[config.mk]
export PLATFORM = sky130hd
export DESIGN_NAME = vec_dot_feeder_flat
export DESIGN_NICKNAME = d
export VERILOG_FILES = /design/src/rtl/vec_dot_feeder_if.sv /design/src/rtl/vec_dot_feeder.sv /design/src/flat_wrapper.sv
export SDC_FILE = /design/constraint.sdc
export NUM_CORES = 1
export LEC_CHECK = 0
export ABC_CLOCK_PERIOD_IN_PS = 3800
export CAP_MARGIN = 10
export CORE_AREA = 2 2 231 233
export DETAILED_ROUTE_END_ITERATION = 12
export DIE_AREA = 0 0 233 235
export DONT_BUFFER_PORTS = 1
export PLACE_DENSITY_LB_ADDON = 0.2
export SETUP_SLACK_MARGIN = 0.05
export SLEW_MARGIN = 15
export SYNTH_ARGS = -nofsm -noshare
export SYNTH_HDL_FRONTEND = slang
export SYNTH_SLANG_ARGS = --single-unit
[constraint.sdc]
create_clock -name clk -period 3.8 [get_ports clk]
set_input_delay 0.38 -clock clk [delete_from_list [all_inputs] [get_ports clk]]
set_output_delay 0.38 -clock clk [all_outputs]
set_load 0.01 [all_outputs]
[src/rtl/vec_dot_feeder_if.sv]
// Element-pair input stream and result output stream between the feeder and its
// upstream/downstream neighbours. The feeder uses the slave modport.
interface vec_dot_feeder_if #(
  parameter int DW = 16
);
  logic          in_valid;
  logic          in_ready;
  logic [DW-1:0] in_a;
  logic [DW-1:0] in_b;
  logic          res_valid;
  logic          res_ready;
  logic [DW-1:0] res_data;
  logic          res_err;

  modport master (
    output in_valid, in_a, in_b, res_ready,
    input  in_ready, res_valid, res_data, res_err
  );

  modport slave (
    input  in_valid, in_a, in_b, res_ready,
    output in_ready, res_valid, res_data, res_err
  );
endinterface

[src/rtl/vec_dot_feeder.sv]
// Packs serial (a,b) element pairs into vectors for the vec_dot engine, runs it,
// and hands back its result (or a timeout error) over a valid/ready port.
//
// state | meaning
// FILL  | accepting element pairs, packing MSB slice first
// RUN   | engine enabled, waiting for dot_finish or timeout
// HOLD  | result presented, waiting for downstream handshake
// CLEAR | one-cycle engine reset before refilling
module vec_dot_feeder #(
  parameter int DW      = 16,
  parameter int N_ELEM  = 16,
  parameter int TIMEOUT = 256
) (
  input  logic                 clk,
  input  logic                 rst,
  vec_dot_feeder_if.slave      io,
  output logic [DW*N_ELEM-1:0] vec_a_out,
  output logic [DW*N_ELEM-1:0] vec_b_out,
  output logic                 dot_en,
  output logic                 dot_rst,
  input  logic [DW-1:0]        dot_out_in,
  input  logic                 dot_finish,
  output logic                 busy
);

  localparam int CW = (N_ELEM > 1) ? $clog2(N_ELEM) : 1;
  localparam int TW = (TIMEOUT > 1) ? $clog2(TIMEOUT) : 1;
  localparam logic [CW-1:0] LAST_IDX = CW'(N_ELEM - 1);
  localparam logic [TW-1:0] TMO_LAST = TW'(TIMEOUT - 1);

  typedef enum logic [1:0] {FILL, RUN, HOLD, CLEAR} state_t;

  state_t        state;
  logic [CW-1:0] count;
  logic [TW-1:0] tmo;

  // The engine is held in reset whenever we are, not just in CLEAR.
  assign dot_rst = rst | (state == CLEAR);

  always_ff @(posedge clk) begin
    if (rst) begin
      state        <= FILL;
      count        <= '0;
      tmo          <= '0;
      vec_a_out    <= '0;
      vec_b_out    <= '0;
      dot_en       <= 1'b0;
      busy         <= 1'b0;
      io.in_ready  <= 1'b0;
      io.res_valid <= 1'b0;
      io.res_data  <= '0;
      io.res_err   <= 1'b0;
    end else begin
      case (state)
        FILL: begin
          io.in_ready <= 1'b1;
          if (io.in_valid && io.in_ready) begin
            for (int k = 0; k < N_ELEM; k++) begin
              if (count == CW'(k)) begin
                vec_a_out[DW*(N_ELEM-1-k) +: DW] <= io.in_a;
                vec_b_out[DW*(N_ELEM-1-k) +: DW] <= io.in_b;
              end
            end
            busy <= 1'b1;
            if (count == LAST_IDX) begin
              count       <= '0;
              state       <= RUN;
              io.in_ready <= 1'b0;
              dot_en      <= 1'b1;
            end else begin
              count <= count + 1'b1;
            end
          end
        end

        RUN: begin
          tmo <= tmo + 1'b1;
          // A finish in the timeout cycle still reports the engine's result.
          if (dot_finish) begin
            io.res_data  <= dot_out_in;
            io.res_err   <= 1'b0;
            io.res_valid <= 1'b1;
            dot_en       <= 1'b0;
            state        <= HOLD;
          end else if (tmo == TMO_LAST) begin
            io.res_data  <= '0;
            io.res_err   <= 1'b1;
            io.res_valid <= 1'b1;
            dot_en       <= 1'b0;
            state        <= HOLD;
          end
        end

        HOLD: begin
          if (io.res_valid && io.res_ready) begin
            io.res_valid <= 1'b0;
            state        <= CLEAR;
          end
        end

        CLEAR: begin
          tmo         <= '0;
          state       <= FILL;
          io.in_ready <= 1'b1;
          busy        <= 1'b0;
        end

        default: begin
          state <= FILL;
        end
      endcase
    end
  end

endmodule

[src/flat_wrapper.sv]
// flat-port wrapper written by rule: the top's interface ports become plain ports
module vec_dot_feeder_flat 
#(
  parameter int DW      = 16,
  parameter int N_ELEM  = 16,
  parameter int TIMEOUT = 256
)
  (clk, rst, vec_a_out, vec_b_out, dot_en, dot_rst, dot_out_in, dot_finish, busy, io_in_valid, io_in_a, io_in_b, io_res_ready, io_in_ready, io_res_valid, io_res_data, io_res_err);
  vec_dot_feeder_if #(.DW(DW)) io_i ();
  input  logic clk;
  input  logic rst;
  output logic [DW*N_ELEM-1:0] vec_a_out;
  output logic [DW*N_ELEM-1:0] vec_b_out;
  output logic dot_en;
  output logic dot_rst;
  input  logic [DW-1:0] dot_out_in;
  input  logic dot_finish;
  output logic busy;
  input wire logic [$bits(io_i.in_valid)-1:0] io_in_valid;
  input wire logic [$bits(io_i.in_a)-1:0] io_in_a;
  input wire logic [$bits(io_i.in_b)-1:0] io_in_b;
  input wire logic [$bits(io_i.res_ready)-1:0] io_res_ready;
  output wire logic [$bits(io_i.in_ready)-1:0] io_in_ready;
  output wire logic [$bits(io_i.res_valid)-1:0] io_res_valid;
  output wire logic [$bits(io_i.res_data)-1:0] io_res_data;
  output wire logic [$bits(io_i.res_err)-1:0] io_res_err;
  assign io_i.in_valid = io_in_valid;
  assign io_i.in_a = io_in_a;
  assign io_i.in_b = io_in_b;
  assign io_i.res_ready = io_res_ready;
  assign io_in_ready = io_i.in_ready;
  assign io_res_valid = io_i.res_valid;
  assign io_res_data = io_i.res_data;
  assign io_res_err = io_i.res_err;
  vec_dot_feeder #(.DW(DW), .N_ELEM(N_ELEM), .TIMEOUT(TIMEOUT)) u_core (.clk(clk), .rst(rst), .io(io_i), .vec_a_out(vec_a_out), .vec_b_out(vec_b_out), .dot_en(dot_en), .dot_rst(dot_rst), .dot_out_in(dot_out_in), .dot_finish(dot_finish), .busy(busy));
endmodule
==> impl_metrics.toml <==
[run_status]
status = "finished clean"

[grt]
grt_pass1_vias = 17488
grt_pass1_wl_um = 115000
grt_max_degree = 342
grt_overflow = 0
grt_usage_pct = 27.9
antenna_found_initial = 3

[sta]
setup_tns_ns = 0
rsz0062_at_grt = "true"
max_freq_mhz = 288
report.final.slew_viol_count = 0
worst_pin_slew_ns = 1.25
setup_slack_ns = 0.324
period_minus_slack_ns = 3.48
slew_headroom_pct = 16.9
hold_violations = 0
holdWs_ns = 0.0488
skew_ns = 0.0232
fin_crit_sh_pct = 91.5
setup_viol = 0

[worst_setup_path]
crit_fanout = 32
cp.required_ns = 4.29
critical_path_class = "reg2reg"
arrival_ns = 3.97
start_kind = "flop"
endpoint_kind = "flop"

[synth]
synth.area.top_cells = "dfxtp_1, nand2_1, a21oi_1"
yosysWarnings = 0
synth.avg_cell_area_um2 = 7.75
yosys.area.top_type_share_pct = 56.7
synth_nets = 2556
yosys.area.top_type = "dfxtp_1"
synth_area_um2 = 19300
ys_seq_area_share_pct = 56.7
synth.distinct_cells = 35
netlist_instances = 2493
ys_seq_elements = 547

[clocking]
cts.htree.levels = 2
root_buffer = "clkbuf_16"
cts_buffers = 57
postCtsSetupRepairBufs = 0
cts_buffer_depth = 3
clk_pin_slew_ns = 0.06
clkSinkCount = 547
clk_latency_ns = 0.61
cts_tree = "built"

[finish]
syn_to_final_growth_pct = 29.7
diodes = 0
fillers = 5003
layout.cells.non_filler = 3437
fin_nets = 2766
fin_area_um2 = 25100
drive_above_1_share_pct = 5.09
final_util_pct = 48.0

[floorplanning]
die_h_um = 235
rows = 84
core-area_um2 = 52200
die_w_um = 233
die-area_um2 = 54800
start_util_pct = 37.0
pin_count = 587

[place]
port_buffers = 0
place_hpwl_um = 47600
place_inst = 2960
post-place-ws_ns = 0.881
dpl_cell_area_um2 = 19500
gp_congestion = 0.819

[power_and_ir_drop]
ir_drop_uv = 291
power_mw = 12.4
p_leak_nw = 9.20
power.density_nw_per_um2 = 493

[hold_path]
hold_class = "in2reg"

[route]
drc_errors = 0
ant_nets = 0
drtIter0Drc = 1383
drt-pass1-iter-count = 7
wl_per_cell_um = 23.0
routed_via_density = 5.25
routed_wl_um = 79200
via_count = 18052

[flow_run]
drv_cap = 0
synth_stat cells, drive strengths merged:
master  number
nand2     1048
dfxtp      547
a21oi      536
clkbuf     194
buf         41
nor2        22
o21ai       20
nand3       13
ha          10
nor3         9
inv          8
nand4        8
xor2         6
and3         4
or2          4
or3          4
nor2b        3
a31oi        2
nand2b       2
xnor2        2
a211oi       1
a21boi       1
a31o         1
and2         1
and4         1
mux2i        1
nor4         1
o21bai       1
o311a        1
o41ai        1
worst max-delay path, stage by stage, from the launching register on:
cell	delay (ns)
dfxtp_1	0.33
inv_1	0.12
ha_1	0.29
and3_1	0.70
nand3_2	0.93
nand2_1	0.31
a21oi_1	0.10
dlygate4sd3_1	0.58
logic make-up after synthesis:
logic type | share of synthesized area [%]
AND/OR/NAND/NOR | 22.5
AO/OA/AOI/OAI | 14.7
flip-flops | 56.7
buffers and inverters | 4.99
adder cells (fa/ha/maj) | 0.648
XOR/XNOR | 0.363
multiplexers | 0.0518
state kept, by name, indices dropped and copies added (netlist names):
| name | flops |
|---|---|
| u_core.vec_b_out | 256 |
| u_core.busy | 1 |
| u_core.io.in_ready | 1 |
| u_core.io.res_valid | 1 |
| u_core.tmo | 8 |
| u_core.vec_a_out | 256 |
| u_core.io.res_err | 1 |
| u_core.count | 4 |
| u_core.io.res_data | 16 |
| u_core.dot_en | 1 |
| u_core.state | 2 |
repair_timing:
action | 4_1_cts | 5_1_grt
setup endpoints to repair | 0 | 4
resized for setup | 0 | 1
hold buffers | 372 | 0
endpoints found under the hold margin | 536 | 0
layout make-up:
| type | instances | area, um^2 | share of cell area (%) |
|---|---|---|---|
| Timing Repair Buffer | 386 | 3850 | 15.3 |
| Multi-Input combinational cell | 1703 | 7520 | 30.0 |
| Inverter | 8 | 30.0 | 0.120 |
| Tap cell | 688 | 861 | 3.43 |
| Clock inverter | 16 | 97.6 | 0.389 |
| Sequential cell | 547 | 11000 | 43.7 |
| Clock buffer | 89 | 1760 | 7.02 |
report_power, final:
| group | leakage (nW) | total [mW] | internal (mW) | switching (mW) |
|---|---|---|---|---|
| registers | 4.41 | 6.02 | 5.86 | 0.168 |
| clock network | 0.913 | 5.52 | 3.17 | 2.35 |
| logic | 3.88 | 0.815 | 0.284 | 0.531 |
| total | 9.20 | 12.4 | 9.31 | 3.05 |
routing by layer:
layer | vias up | part of all wire (%) | track usage [%]
met5 | - | 0 | 0
met4 | 0 | 4.6 | 12.2
met3 | 189 | 11 | 9.31
met2 | 819 | 47 | 46.0
met1 | 8659 | 38 | 32.9
li1 | 8385 | - | -
cells in the final DEF (no fill, tap or decap), types with 13 or more instances in the layout:
cell type	netlist	final
clkbuf_16	0	59
a21oi_1	536	535
dfxtp_1	547	547
buf_4	0	14
clkbuf_1	193	13
o21ai_0	20	20
nand2_1	1048	1048
dlygate4sd3_1	0	371
clkbuf_8	0	17
final timing paths:
check,start,endpoint,slack (ns),depth (start not counted)
setup / recovery,u_core.state[0],u_core.vec_b_out[139],0.32,7
hold / removal,io_res_ready,u_core.io.res_valid,0.05,3
setup reg to reg,u_core.state[0],u_core.vec_b_out[139],0.32,7
hold reg to reg,u_core.tmo[7],u_core.tmo[7],0.49,2
No activity file was read; power rests on OpenSTA's default activity.
